## src/rtl/width_adapter_arbiter.sv

```systemverilog
// Round-robin arbiter that lets NUM_REQ narrow requesters take turns feeding
// whole SIZE_OUT words (BEATS narrow beats each) into a width adapter. The
// grant is locked for a full word and is handed over without an idle cycle.
module width_adapter_arbiter #(
    parameter int NUM_REQ  = 4,
    parameter int SIZE_IN  = 8,
    parameter int SIZE_OUT = 32
) (
    input  logic                          clk,
    input  logic                          reset,
    input  logic [NUM_REQ-1:0]            req_valid,
    input  logic [NUM_REQ*SIZE_IN-1:0]    req_data,
    output logic [NUM_REQ-1:0]            req_ready,
    output logic                          adp_valid,
    output logic [SIZE_IN-1:0]            adp_data,
    output logic [$clog2(NUM_REQ)-1:0]    grant_id,
    output logic                          busy,
    output logic                          word_done,
    output logic [$clog2(NUM_REQ)-1:0]    word_owner
);

    localparam int BEATS = SIZE_OUT / SIZE_IN;
    localparam int ID_W  = $clog2(NUM_REQ);
    localparam int CNT_W = (BEATS > 1) ? $clog2(BEATS) : 1;

    generate
        if (((SIZE_OUT % SIZE_IN) != 0) || (NUM_REQ < 2)) begin : g_bad_params
            $error("width_adapter_arbiter: SIZE_OUT must be a multiple of SIZE_IN and NUM_REQ >= 2");
        end
    endgenerate

    typedef enum logic {
        S_IDLE  = 1'b0,
        S_BURST = 1'b1
    } state_t;

    state_t             r_state;
    state_t             w_next_state;
    logic [ID_W-1:0]    r_grant_id;
    logic [ID_W-1:0]    r_last_grant;
    logic [CNT_W-1:0]   r_beat_cnt;
    logic               r_word_done;
    logic [ID_W-1:0]    r_word_owner;

    logic               w_handshake;
    logic               w_last_beat;
    logic [ID_W-1:0]    w_arb_base;
    logic [NUM_REQ-1:0] w_arb_mask;
    logic               w_arb_found;
    logic [ID_W-1:0]    w_arb_pick;

    // Requester index `off` positions after `base`, wrapping modulo NUM_REQ.
    function automatic logic [ID_W-1:0] rr_index(input logic [ID_W-1:0] base, input int off);
        int sum;
        sum = int'(base) + off;
        if (sum >= NUM_REQ) begin
            sum = sum - NUM_REQ;
        end
        return ID_W'(sum);
    endfunction

    assign w_handshake = (r_state == S_BURST) && req_valid[r_grant_id];
    assign w_last_beat = w_handshake && (r_beat_cnt == CNT_W'(BEATS - 1));

    // Round-robin search: from last_grant+1 when idle, from grant_id+1 (grantee excluded) on a last beat.
    always_comb begin
        // NOTE: every output of a combinational block gets a default up front so no path can infer a latch.
        w_arb_base  = (r_state == S_IDLE) ? r_last_grant : r_grant_id;
        w_arb_mask  = req_valid;
        w_arb_found = 1'b0;
        w_arb_pick  = '0;
        if (r_state == S_BURST) begin
            w_arb_mask[r_grant_id] = 1'b0;
        end
        // Walk from the farthest offset down so the nearest requester is assigned last and wins.
        for (int off = NUM_REQ; off >= 1; off--) begin
            if (w_arb_mask[rr_index(w_arb_base, off)]) begin
                w_arb_found = 1'b1;
                w_arb_pick  = rr_index(w_arb_base, off);
            end
        end
    end

    // FSM state register.
    always_ff @(posedge clk or negedge reset) begin
        // NOTE: sequential state uses non-blocking assignments so every flop samples pre-edge values.
        if (!reset) begin
            r_state <= S_IDLE;
        end else begin
            r_state <= w_next_state;
        end
    end

    // FSM next state: leave IDLE on any request, return only when a word ends with nobody waiting.
    always_comb begin
        w_next_state = r_state;
        case (r_state)
            S_IDLE:  if (w_arb_found) w_next_state = S_BURST;
            S_BURST: if (w_last_beat && !w_arb_found) w_next_state = S_IDLE;
            default: w_next_state = S_IDLE;
        endcase
    end

    // FSM outputs: one-hot ready to the grantee and a zero-when-idle beat passthrough.
    always_comb begin
        req_ready = '0;
        adp_valid = 1'b0;
        adp_data  = '0;
        busy      = (r_state == S_BURST);
        if (r_state == S_BURST) begin
            req_ready[r_grant_id] = 1'b1;
        end
        if (w_handshake) begin
            adp_valid = 1'b1;
            adp_data  = req_data[int'(r_grant_id) * SIZE_IN +: SIZE_IN];
        end
    end

    // Grant, beat counter and word-complete pulse bookkeeping.
    always_ff @(posedge clk or negedge reset) begin
        if (!reset) begin
            r_grant_id   <= '0;
            r_last_grant <= ID_W'(NUM_REQ - 1);
            r_beat_cnt   <= '0;
            r_word_done  <= 1'b0;
            r_word_owner <= '0;
        end else begin
            r_word_done <= 1'b0;
            case (r_state)
                S_IDLE: begin
                    if (w_arb_found) begin
                        r_grant_id <= w_arb_pick;
                        r_beat_cnt <= '0;
                    end
                end
                S_BURST: begin
                    if (w_last_beat) begin
                        r_last_grant <= r_grant_id;
                        r_beat_cnt   <= '0;
                        r_word_done  <= 1'b1;
                        r_word_owner <= r_grant_id;
                        if (w_arb_found) begin
                            r_grant_id <= w_arb_pick;
                        end
                    end else if (w_handshake) begin
                        r_beat_cnt <= r_beat_cnt + 1'b1;
                    end
                end
                default: begin
                    r_beat_cnt <= '0;
                end
            endcase
        end
    end

    assign grant_id   = r_grant_id;
    assign word_done  = r_word_done;
    assign word_owner = r_word_owner;

endmodule
```

## config.mk

```make
export PLATFORM = sky130hd
export DESIGN_NAME = width_adapter_arbiter
export DESIGN_NICKNAME = d
export VERILOG_FILES = /design/src/rtl/width_adapter_arbiter.sv
export SDC_FILE = /design/constraint.sdc
export NUM_CORES = 1
export LEC_CHECK = 0
export BUFFER_PORTS_ARGS = -buffer_cell sky130_fd_sc_hd__clkbuf_2
export CAP_MARGIN = 0
export CORE_MARGIN = 5
export CORE_UTILIZATION = 45
export CTS_BUF_LIST = sky130_fd_sc_hd__clkbuf_8
export DETAILED_ROUTE_END_ITERATION = 6
export PLACE_DENSITY = 0.9
export SLEW_MARGIN = 40
export SYNTH_ARGS = -nofsm -noshare
export SYNTH_HDL_FRONTEND = slang
export SYNTH_SLANG_ARGS = --single-unit
```

## constraint.sdc

```tcl
create_clock -name clk -period 4.3 [get_ports clk]
set_input_delay 0.86 -clock clk [delete_from_list [all_inputs] [get_ports clk]]
set_output_delay 0.86 -clock clk [all_outputs]
set_load 0.005 [all_outputs]
```

==> summary.md <==
| Metric | Value |
|---|---|
| Outcome | `finished clean` |
| Vias in the first global route | `1,152` |
| Critical Path Fanout Max | `16` |
| Clock sinks | `10` |
| Fillcell total | `227` |
| Clk buf depth | `2` |
| RSZ-0062 raised after global routing | `false` |
| Slew Limit Fails | `0` |
| Startpoint types | `flop` |
| Ant. Diodes | `0` |
| Pwr dens | `645.4 nW/µm²` |
| Distinct cells, synth | `35` |
| Ys Warns | `0` |
| First-pass GRT wire length | `4830 µm` |
| Crit Path Class | `flop to primary output` |
| Via density per instance | `5.776` |
| Post-synth EDFFs | `0` |
| Setup violators final | `0` |
| Die Ht | `59.66 µm` |
| Initial Util | `46.05%` |
| Die W | `59.66 µm` |
| Crit share post-route | `69.57%` |
| Clk_lat worst skew | `230 ps` |
| FF-to-FF Start | `grant_id[0]$_DFFE_PN0P_` |
| Routed wl met3 | `378 µm` |
| Seq cells post-synth | `10` |
| Arr. time, crit path | `2130 ps` |
| GRT Total Usage | `17.20%` |
| CTS HTree Levels | `1` |
| Worst Hold Class | `input pin to async pin` |
| Post-DRT Antenna Nets | `0` |
| Final min period | `2992 ps` |
| Placer congestion estimate | `0.8570` |
| Clk slew on worst S/H paths | `50 ps` |
| Worst Clk Skew | `2.941 ps` |
| Most frequent cell after synthesis | `nand2_1` |
| I/O pins | `57` |
| Highest Clock Rate | `334.3 MHz` |
| Req. time, crit path | `3440 ps` |
| Tightest Pin Transition | `738.2 ps` |
| Post-Synthesis Cells | `115` |
| P_leak | `0.0007259 µW` |
| Largest cells by area after synthesis | `mux4_2, dfrtp_1, mux2_2` |
| Core area | `2410 µm²` |
| Port-buffer cells | `56` |
| Vias | `1,109` |
| Cell taking the most area after synthesis | `mux4_2` |
| Gr ovfl total | `0` |
| WL final | `2978 µm` |
| Post-synth top cells | `nand2_1, and3_1, mux2_2, mux4_2` |
| Die area | `3559 µm²` |
| Reg-to-reg slack, setup | `1930 ps` |
| DRC errors left | `0` |
| DP HPWL | `2374 µm` |
| Hold WS | `486.2 ps` |
| First-pass DRT Iterations | `4` |
| Slowest-stage cell, CP | `dfrtp_1` |
| Post-CTS Setup Inserts | `0` |
| TritonCTS clock tree | `yes` |
| Highest metal used | `met4` |
| Met1 wire length | `1127 µm` |
| CTS buffer count | `3` |
| # hold bufs at CTS | `0` |
| Slew headroom | `50.78%` |
| Hold Fails Final Rpt | `0` |
| Syn Nets | `154` |
| Share of Yosys cell area claimed by the top area cell type | `18.26%` |
| Worst path cell trace | `buf_4, mux4_2, and3_1, clkbuf_2` |
| DR WL met2 | `1456 µm` |
| Layout area overhead | `26.27%` |
| Root Driver | `clkbuf_8` |
| Seq/Total Area, Yosys | `22.77%` |
| Mapped Avg Cell Area | `9.651 µm²` |
| Antenna violations before repair | `0` |
| # Max-Cap Violations | `0` |
| Peak VDD IR | `0.0003909 V` |
| Setup TNS | `0 ps` |
| Largest net degree at the start of global routing | `29` |
| Ys async rst share | `100.0%` |
| Cells on worst reg2reg path | `5` |
| Nets | `202` |
| Row Count | `18` |
| DR WL/cell | `15.51 µm` |
| Synth Flop Type | `dfrtp_1` |
| Max stage delay on crit path | `790 ps` |
| Netlist Area Pre-Place | `1110 µm²` |
| Critical R2R Capture | `grant_id[1]$_DFFE_PN0P_` |
| Setup crit end kind | `primary output` |
| 1st-iter DRT viols | `23` |
| Cts repair resizes | `0` |
| Share of cells above drive strength 1 | `52.47%` |
[placed cells by master, fill, tap and decap left out, drive strengths merged, types with 2 or more instances in the layout]
master   n
o22a     3
mux2i    8
nor3     3
nor2     7
a21oi    2
clkbuf  59
and3     9
dfstp    2
inv      3
nand2b   3
mux4     9
o21a     2
nand2   14
dfrtp    8
mux2    11
o21ai    5
o221ai   2
o22ai    2
[final cells by class]
| class | count | area [µm²] | area share, % |
|---|---|---|---|
| Tap cell | 30 | 37.54 | 2.679 |
| Sequential cell | 10 | 254.0 | 18.13 |
| Timing Repair Buffer | 57 | 287.8 | 20.54 |
| Clock inverter | 1 | 3.754 | 0.2679 |
| Multi-Input combinational cell | 89 | 769.5 | 54.91 |
| Inverter | 2 | 7.507 | 0.5357 |
| Clock buffer | 3 | 41.29 | 2.946 |
[routing by layer]
metal	track usage, %	up-vias
li1	-	522
met1	18.60	523
met2	31.64	62
met3	5.184	2
met4	5.380	0
met5	0	-
[how the worst max path moves through the flow]
stage,to,slack (ps),from,cells after the start
after floorplan,adp_data[0],1640,req_valid[2],4
after global placement,adp_data[1],1490,req_valid[3],4
after detailed placement,adp_data[3],1440,req_valid[3],4
after CTS,adp_data[0],1270,grant_id[0]$_DFFE_PN0P_,4
after global routing,adp_data[0],1140,grant_id[0]$_DFFE_PN0P_,4
final,adp_data[0],1310,grant_id[0]$_DFFE_PN0P_,4
[sequential cells by signal, summed over array words and instances, names as in the netlist]
name	cells
r_last_grant	2
busy	1
word_owner	2
r_beat_cnt	2
grant_id	2
word_done	1
[per-stage QoR]
step | total power (µW) | util (%) | setup WS (ps) | std cells | cell area [µm²]
final | 904.4 | 58.15 | 1308 | 192 | 1401
after global routing | 985.9 | 58.15 | 1140 | 192 | 1401
after CTS | 916.7 | 58.10 | 1269 | 192 | 1400
after detailed placement | 818.2 | 56.23 | 1438 | 188 | 1355
after global placement | 789.9 | 56.23 | 1486 | 188 | 1355
after floorplan | 662.6 | - | 1645 | 115 | 1110
[kinds of logic (layout without fill, tap and decap cells)]
family	Yosys count	after routing	synth area share, %
adder cells (fa/ha/maj)	1	1	1.127
multiplexers	28	28	37.32
AND/OR/NAND/NOR	39	39	17.48
AO/OA/AOI/OAI	21	21	13.42
buffers and inverters	16	63	7.891
flip-flops	10	10	22.77
[where the power goes]
part,internal [µW],switching (µW)
logic,333,233
clock network,62.0,31.2
registers,144,101
total,540,365
[worst max-delay path, delay by kind of cell, from the launching register on]
| kind | cells | cell delay [ps] |
|---|---|---|
| flip-flops | 1 | 790 |
| multiplexers | 1 | 500 |
| buffers and inverters | 2 | 420 |
| AND/OR/NAND/NOR | 1 | 190 |
(Power assumes the default switching activity.)
